===== src/rtl/huff_seq_ctrl.sv =====
// Huffman encoder sequencer: pulls RLC symbols for a whole image, issues them to
// the encoder as DC + AC per block with the component table (mode) per block,
// flags the final symbol, then waits for the encoder output to drain.
module huff_seq_ctrl #(
  parameter int unsigned MCU_W      = 12,
  parameter int unsigned Y_BLKS_420 = 4
) (
  input  logic             clk,
  input  logic             rst,
  input  logic             start,
  input  logic             fmt,
  input  logic [MCU_W-1:0] num_mcu,
  input  logic             sym_valid,
  output logic             sym_ready,
  input  logic             sym_is_dc,
  input  logic             sym_eob,
  input  logic [15:0]      sym_data,
  input  logic             stall,
  input  logic             out_empty,
  output logic             valid,
  output logic             DC_valid,
  output logic [11:0]      af_RLC_data_AC,
  output logic [15:0]      af_RLC_data_DC,
  output logic [1:0]       mode,
  output logic             last,
  output logic             busy,
  output logic             done,
  output logic             err
);

  localparam int unsigned BlkW = $clog2(Y_BLKS_420 + 2);

  typedef enum logic [2:0] {StIdle, StDc, StAc, StDrain, StFin} state_e;

  state_e           state_q, state_d;
  logic             fmt_q;
  logic [MCU_W-1:0] num_mcu_q;
  logic [MCU_W-1:0] mcu_cnt_q;
  logic [BlkW-1:0]  blk_cnt_q;
  logic [1:0]       drain_cnt_q;
  logic             err_q;
  logic             valid_q, dc_valid_q, last_q;
  logic [11:0]      ac_data_q;
  logic [15:0]      dc_data_q;
  logic [1:0]       mode_q;

  logic            xfer;
  logic            start_acc;
  logic            dc_ok, ac_ok, bad_sym;
  logic            blk_done, img_done;
  logic            last_blk;
  logic [BlkW-1:0] blk_max;
  logic [1:0]      blk_mode;

  assign xfer      = sym_valid && sym_ready;
  assign start_acc = (state_q == StIdle) && start;
  assign dc_ok     = (state_q == StDc) && xfer && sym_is_dc;
  assign ac_ok     = (state_q == StAc) && xfer && !sym_is_dc;
  assign bad_sym   = xfer && (((state_q == StDc) && !sym_is_dc) ||
                              ((state_q == StAc) && sym_is_dc));
  assign blk_max   = fmt_q ? BlkW'(Y_BLKS_420 + 1) : BlkW'(2);
  assign last_blk  = (blk_cnt_q == blk_max);
  assign blk_done  = ac_ok && sym_eob;
  // num_mcu_q is never 0 here: a zero-MCU start bypasses DC/AC entirely
  assign img_done  = blk_done && last_blk && (mcu_cnt_q == num_mcu_q - MCU_W'(1));

  // Component table for the block currently being streamed
  always_comb begin
    blk_mode = 2'b00;
    if (fmt_q) begin
      if (blk_cnt_q == BlkW'(Y_BLKS_420))     blk_mode = 2'b01;
      else if (blk_cnt_q > BlkW'(Y_BLKS_420)) blk_mode = 2'b10;
    end else begin
      if (blk_cnt_q == BlkW'(1))      blk_mode = 2'b01;
      else if (blk_cnt_q == BlkW'(2)) blk_mode = 2'b10;
    end
  end

  // FSM state register
  always_ff @(posedge clk or negedge rst) begin
    if (!rst) state_q <= StIdle;
    else      state_q <= state_d;
  end

  // FSM next-state logic
  always_comb begin
    state_d = state_q;
    unique case (state_q)
      StIdle: begin
        if (start) state_d = (num_mcu == '0) ? StFin : StDc;
      end
      StDc: begin
        if (dc_ok) state_d = StAc;
      end
      StAc: begin
        if (img_done)      state_d = StDrain;
        else if (blk_done) state_d = StDc;
      end
      StDrain: begin
        // drain_cnt_q reaches 2 two cycles after the final strobe
        if (drain_cnt_q == 2'd2 && out_empty && !stall) state_d = StFin;
      end
      StFin:   state_d = StIdle;
      default: state_d = StIdle;
    endcase
  end

  // FSM-decoded outputs
  always_comb begin
    sym_ready = ((state_q == StDc) || (state_q == StAc)) && !stall;
    busy      = (state_q == StDc) || (state_q == StAc) || (state_q == StDrain);
    done      = (state_q == StFin);
  end

  // Image context, block/MCU counters, error flag and drain timer
  always_ff @(posedge clk or negedge rst) begin
    if (!rst) begin
      fmt_q       <= 1'b0;
      num_mcu_q   <= '0;
      mcu_cnt_q   <= '0;
      blk_cnt_q   <= '0;
      err_q       <= 1'b0;
      drain_cnt_q <= 2'd0;
    end else begin
      if (start_acc) begin
        fmt_q     <= fmt;
        num_mcu_q <= num_mcu;
        mcu_cnt_q <= '0;
        blk_cnt_q <= '0;
        err_q     <= 1'b0;
      end else begin
        if (bad_sym) err_q <= 1'b1;
        if (blk_done) begin
          if (last_blk) begin
            blk_cnt_q <= '0;
            mcu_cnt_q <= mcu_cnt_q + MCU_W'(1);
          end else begin
            blk_cnt_q <= blk_cnt_q + BlkW'(1);
          end
        end
      end
      if (state_q != StDrain)    drain_cnt_q <= 2'd0;
      else if (drain_cnt_q != 2'd2) drain_cnt_q <= drain_cnt_q + 2'd1;
    end
  end

  // Registered encoder strobes; data and mode hold between strobes
  always_ff @(posedge clk or negedge rst) begin
    if (!rst) begin
      valid_q    <= 1'b0;
      dc_valid_q <= 1'b0;
      last_q     <= 1'b0;
      ac_data_q  <= '0;
      dc_data_q  <= '0;
      mode_q     <= 2'b00;
    end else begin
      valid_q    <= ac_ok;
      dc_valid_q <= dc_ok;
      last_q     <= img_done;
      if (ac_ok) begin
        ac_data_q <= sym_data[11:0];
        mode_q    <= blk_mode;
      end
      if (dc_ok) begin
        dc_data_q <= sym_data;
        mode_q    <= blk_mode;
      end
    end
  end

  assign valid          = valid_q;
  assign DC_valid       = dc_valid_q;
  assign last           = last_q;
  assign af_RLC_data_AC = ac_data_q;
  assign af_RLC_data_DC = dc_data_q;
  assign mode           = mode_q;
  assign err            = err_q;

endmodule


===== config.mk =====
export PLATFORM = sky130hd
export DESIGN_NAME = huff_seq_ctrl
export DESIGN_NICKNAME = d
export VERILOG_FILES = /design/src/rtl/huff_seq_ctrl.sv
export SDC_FILE = /design/constraint.sdc
export NUM_CORES = 1
export LEC_CHECK = 0
export CORE_ASPECT_RATIO = 0.6
export CORE_UTILIZATION = 55
export DETAILED_ROUTE_END_ITERATION = 16
export MAX_ROUTING_LAYER = met4
export PLACE_DENSITY = 0.86
export SETUP_SLACK_MARGIN = 0.2
export SKIP_LAST_GASP = 1
export SYNTH_ARGS = -nofsm -noshare
export SYNTH_HDL_FRONTEND = slang
export SYNTH_SLANG_ARGS = --single-unit

===== constraint.sdc =====
create_clock -name clk -period 3.37 [get_ports clk]
set_input_delay 0.337 -clock clk [delete_from_list [all_inputs] [get_ports clk]]
set_output_delay 0.337 -clock clk [all_outputs]
set_load 0.01 [all_outputs]

==> impl_metrics.json, run 1 <==
{
  "yosysUniqueCellTypes": 46,
  "gr-max-usage-layer": "met2",
  "route.detailed.drc": 0,
  "yosysWarnings": 0,
  "worst_slew_pin_slew_ns": 0.954,
  "via_count": 2818,
  "groute.usage.overall_pct": 28.1,
  "use_met3_pct": 8.61,
  "nFillCells": 418,
  "synth_area_mm2": 0.00337,
  "cts_setup_buffers": 0,
  "diodes": 0,
  "relSlewSlack_pct": 36.4,
  "grt_overflow": 0,
  "portBuffers": 73,
  "crit_fanout": 12,
  "ys_ff_latch": 67,
  "slew_viol_final": 0,
  "first_global_vias": 2775,
  "std_cell_rows": 21,
  "dieArea_mm2": 0.00645,
  "finalSetupViolCount": 0,
  "rsz0062_at_grt": "false",
  "powerDensity_mw_per_mm2": 756,
  "worst_ep_required_time_ns": 3.03,
  "syn_inst": 359,
  "antenna_found_initial": 0,
  "place_inst": 499,
  "leakage_nw": 1.94,
  "ir_drop_v": 0.000409,
  "clk_latency_ns": 0.36,
  "status": "finished, final reports clean",
  "fin_crit_ns": 2.17,
  "holdCritPathClass": "in2async",
  "root_buffer": "clkbuf_8",
  "cp_cell_sequence": "xnor2_1 > nor3_1 > clkdlybuf4s50_1",
  "cts_tree": "built",
  "post_cts_resized": 0,
  "mostFrequentLayoutCell": "nand2_1",
  "synthFlopType": "dfrtp_1",
  "first_pass_iters": 4,
  "syn2layout_area_growth_pct": 28.8,
  "drive_gt1_share_pct": 9.20,
  "period_share_pct": 64.3,
  "layout.nets": 474,
  "synth_edf_count": 0,
  "wirelength_um": 7770,
  "ctsHoldBuffers": 0,
  "finClkSkew_ns": 0.00859,
  "initialDrtViolationCount": 190,
  "initial_utilization_pct": 58.8,
  "core_area_mm2": 0.00573,
  "start_kind": "flop",
  "ys_seq_area_share_pct": 49.8,
  "synth_top_area_cell": "dfrtp_1",
  "clkTransAtPathRegs_ns": 0.08,
  "arrival_ns": 1.83,
  "maxCapViolCount": 0,
  "grt_pass1_wl_um": 13200,
  "finalNonFillerCells": 515,
  "post-synth-top-area-fraction_pct": 49.8,
  "crit_path_end_kind": "primary output",
  "synth-async-reset-ratio_pct": 100,
  "critPathMaxStageDelay_ns": 0.62,
  "die_w_um": 103,
  "hold_viol_final": 0,
  "die_y_um": 62.6,
  "layout_common_cells": "nand2_1, clkdlybuf4s50_1, dfrtp_1, nor2_1, xor2_1",
  "cts_sinks": 67,
  "grt_max_degree": 46,
  "setup_tns_ns": 0,
  "critical_path_class": "reg2out",
  "grtUsageMet2_pct": 41.6,
  "synthTopCellsByArea": "dfrtp_1, nand2_1, xor2_1, mux2_2, nor2_1",
  "crit_slowest_cell": "dfrtp_1",
  "numCtsBuffers": 9,
  "max_clock_freq_ghz": 0.462,
  "ant_nets": 0,
  "cts_max_level": 3,
  "wl_per_cell_um": 15.1,
  "clockBufferDepth": 2,
  "post-route-util_pct": 75.8,
  "syn-num-nets": 403,
  "hpwl_um": 5620,
  "num_io_pins": 74,
  "grtUsageMet1_pct": 36.7,
  "globalplace.congestion": 0.847,
  "avgViaCountPerCell": 5.47,
  "syn_avg_cell_area_um2": 9.39
}
==> synthesized netlist by cell type (3+ instances only) <==
library cell / count
a21oi_1: 10
inv_1: 11
nor3_1: 10
nor4_1: 3
nor2_1: 29
a31oi_1: 6
xnor2_1: 10
nand3b_1: 4
o21ai_0: 7
dfrtp_1: 67
nand4_1: 8
mux2_2: 10
nand2_1: 103
buf_2: 7
nand3_1: 9
clkbuf_1: 7
xor2_1: 19
ha_1: 7
==> kinds of logic after synthesis <==
family / share of synthesized area, %
AOI/OAI and AO/OA: 6.02
xor gates and xnor gates: 7.54
adders and majority gates: 2.60
buffers and inverters: 3.64
DFF: 49.8
muxes: 3.94
and+or+nand+nor: 26.5
==> routing by layer <==
layer	wire length, um	vias up
met2	3580	76
li1	-	1341
met3	418	16
met5	0	-
met1	3610	1385
met4	160	0
==> worst max-delay path: cells and delay by family (launching register included) <==
kind,cells,cell delay (ns)
buffers and inverters,1,0.56
and+or+nand+nor,1,0.15
DFF,1,0.62
xor gates and xnor gates,1,0.14
==> layout make-up <==
cell class / instances / area (um^2) / area share [%]
Sequential cell: 67 / 1680 / 38.6
Multi-Input combinational cell: 264 / 1570 / 36.2
Timing Repair Buffer: 76 / 748 / 17.2
Clock buffer: 9 / 124 / 2.85
Tap cell: 80 / 100 / 2.31
Clock inverter: 7 / 76.3 / 1.76
Inverter: 12 / 45.0 / 1.04
==> sequential cells by signal (all words and copies together), names as in the netlist, 2 cells and up <==
name	flops
state_q	3
mcu_cnt_q	12
blk_cnt_q	3
mode	2
drain_cnt_q	2
af_RLC_data_AC	12
num_mcu_q	12
af_RLC_data_DC	16
==> through the flow <==
stage | cell area (um^2) | setup slack [ns] | power (mW) | hold WS, ns
floorplan | 3370 | 1.60 | 2.02 | 0.0414
global placement | 4140 | 0.921 | 2.56 | 0.458
detailed placement | 4140 | 0.937 | 2.60 | 0.462
CTS | 4340 | 1.18 | 3.29 | 0.138
global route | 4340 | 1.01 | 3.49 | 0.207
finish | 4340 | 1.20 | 3.28 | 0.123
==> power breakdown <==
group	switching (mW)	internal (mW)
combinational	0.581	0.673
sequential	0.279	1.07
clock	0.337	0.345
total	1.20	2.08
==> path summary, 6_finish.rpt <==
path                                                from                            end  slack (ns)  cells past startpoint
max                               state_q[0]$_DFFE_PN0P_                      sym_ready        1.20                      3
min                                                  rst  af_RLC_data_AC[0]$_DFFE_PN0N_        0.12                      1
max reg2reg                       state_q[1]$_DFFE_PN0P_  af_RLC_data_AC[6]$_DFFE_PN0N_        1.26                      5
min reg2reg                af_RLC_data_AC[5]$_DFFE_PN0N_  af_RLC_data_AC[5]$_DFFE_PN0N_        0.48                      2
max in group asynchronous                            rst       mcu_cnt_q[3]$_DFFE_PN0P_        2.37                      2
min in group clk           af_RLC_data_AC[5]$_DFFE_PN0N_  af_RLC_data_AC[5]$_DFFE_PN0N_        0.48                      2
(Power assumes the default switching activity.)
==> inputs of run 2 (changes only) <==
Settings changed: CORE_UTILIZATION 55 to 51, PLACE_DENSITY 0.86 to 0.8.
Clock period 3.37 ns to 2.1 ns, I/O delays scaled along.
==> run 2 against run 1 <==
Critical path depth is 3 higher. Clock skew is 0.0019 ns higher. Combinational power is 82% higher. Critical path type is now reg2reg.
==> impl_metrics.json, run 2 (same netlist as run 1, synthesis figures left out) <==
{
  "setup_ws_ns": 0.183,
  "initialDrtViolationCount": 152,
  "die_w_um": 107,
  "drive_gt1_share_pct": 16.5,
  "nFillCells": 444,
  "route.detailed.drc": 0,
  "wirelength_um": 8390,
  "hpwl_um": 5850,
  "initial_utilization_pct": 53.9,
  "diodes": 0,
  "finClkSkew_ns": 0.0104,
  "layout_common_cells": "nand2_1, clkdlybuf4s50_1, dfrtp_1, nor2_1, buf_4",
  "cts_sinks": 67,
  "worst_ep_required_time_ns": 2.32,
  "wl_per_cell_um": 15.4,
  "ant_nets": 0,
  "place_ws_ns": 0.00493,
  "root_buffer": "clkbuf_8",
  "finalSetupViolCount": 0,
  "num_io_pins": 74,
  "status": "finished, final reports clean",
  "rsz0062_at_grt": "true",
  "arrival_ns": 2.14,
  "cts_tree": "built",
  "fin_crit_ns": 1.92,
  "largest_register_ffs": 16,
  "critical_path_class": "reg2reg",
  "crit_path_end_kind": "flop",
  "cp_cell_sequence": "nor4_4 > nand3b_1 > xnor2_1 > o221ai_2 > mux2i_2 > o21ai_1",
  "numCtsBuffers": 9,
  "core_area_mm2": 0.00625,
  "start_kind": "flop",
  "std_cell_rows": 22,
  "slew_viol_final": 0,
  "period_share_pct": 91.3,
  "first_pass_iters": 4,
  "die_y_um": 65.0,
  "avgViaCountPerCell": 5.31,
  "clockBufferDepth": 2,
  "antenna_found_initial": 0,
  "clkTransAtPathRegs_ns": 0.08,
  "holdCritPathClass": "in2reg",
  "groute.usage.overall_pct": 26.4,
  "globalplace.congestion": 0.880,
  "via_count": 2893,
  "first_global_vias": 2743,
  "rrSetupSlack_ns": 0.18,
  "portBuffers": 73,
  "maxCapViolCount": 0,
  "layout.nets": 500,
  "crit_slowest_cell": "dfrtp_1",
  "hold_viol_final": 0,
  "powerDensity_mw_per_mm2": 1220,
  "critPathMaxStageDelay_ns": 0.43,
  "grt_max_degree": 30,
  "grt_pass1_wl_um": 13400,
  "setup_tns_ns": 0,
  "cts_max_level": 3,
  "max_clock_freq_ghz": 0.522,
  "crit_fanout": 5,
  "mostFrequentLayoutCell": "nand2_1",
  "leakage_nw": 2.16,
  "total_power_mw": 5.72,
  "worst_slew_pin_slew_ns": 0.707,
  "dieArea_mm2": 0.00695,
  "ir_drop_v": 0.000793,
  "syn2layout_area_growth_pct": 39.1,
  "grt_overflow": 0,
  "relSlewSlack_pct": 52.9,
  "clk_latency_ns": 0.34
}
[run 2: cell types whose count changed in the layout (fill, tap and decap cells not counted), sizes merged]
cell           previous run  this run
clkbuf                    9        10
dlygate4sd3               0         1
dlymetal6s2s              0         1
bufinv                    1         3
inv                      12        11
buf                       4        29
clkdlybuf4s50            72        70
clkinvlp                  2         0
dlygate4sd2               0         1
[run 2: timing repair]
action                                  CTS  global route
hold buffers                              1             0
endpoints found under the setup margin    8            10
pin swaps                                 3             8
resized for setup                         5            13
buffers inserted                          2             9
endpoints found under the hold margin    27             0
[run 2: final timing paths]
path | startpoint | to | depth (start not counted)
max | num_mcu_q[2]$_DFFE_PN0P_ | state_q[1]$_DFFE_PN0P_ | 6
min | sym_data[15] | af_RLC_data_DC[15]$_DFFE_PN0P_ | 3
max reg2reg | num_mcu_q[2]$_DFFE_PN0P_ | state_q[1]$_DFFE_PN0P_ | 6
min reg2reg | af_RLC_data_DC[8]$_DFFE_PN0P_ | af_RLC_data_DC[8]$_DFFE_PN0P_ | 2
max in group asynchronous | rst | num_mcu_q[1]$_DFFE_PN0P_ | 3
min in group asynchronous | rst | last$_DFF_PN0_ | 2
[run 2: cell type report]
class	instances	area, um^2	area share (%)
clock buffers	10	138	2.94
clock inverters	6	113	2.40
inverters	12	45.0	0.961
multi-input cells	264	1630	34.7
flip-flops and latches	67	1680	35.9
well taps	84	105	2.24
repair buffers	102	980	20.9
[run 2: metrics by stage]
stage / cells / util (%) / instance area (um^2) / hold WS [ns]
5_1_grt: 545 / 75.0 / 4690 / 0.413
4_1_cts: 536 / 72.8 / 4550 / 0.390
3_3_place_gp: 517 / 68.2 / 4260 / 0.293
2_1_floorplan: 359 / - / 3370 / -0.0856
3_5_place_dp: 517 / 68.2 / 4260 / 0.299
6_report: 545 / 75.0 / 4690 / 0.399
[run 2: report_power, final]
group | internal [mW] | switching (mW) | leakage (nW)
clock | 0.823 | 0.518 | 0.126
sequential | 1.72 | 0.379 | 0.861
combinational | 1.19 | 1.10 | 1.17
[run 2: critical path: cells and delay by family, from the launching register on]
| family | cells | cell delay [ns] |
|---|---|---|
| xor gates and xnor gates | 1 | 0.25 |
| muxes | 1 | 0.23 |
| AOI/OAI and AO/OA | 2 | 0.23 |
| DFF | 1 | 0.43 |
| and+or+nand+nor | 2 | 0.65 |
[run 2: per-layer routing]
layer  vias up  part of all wire [%]  track usage [%]
li1       1394                     -                -
met1      1402                    46             35.2
met2        83                    47             39.3
met3        14                   5.8             6.34
met4         0                   1.7             10.6
met5         -                     0                -
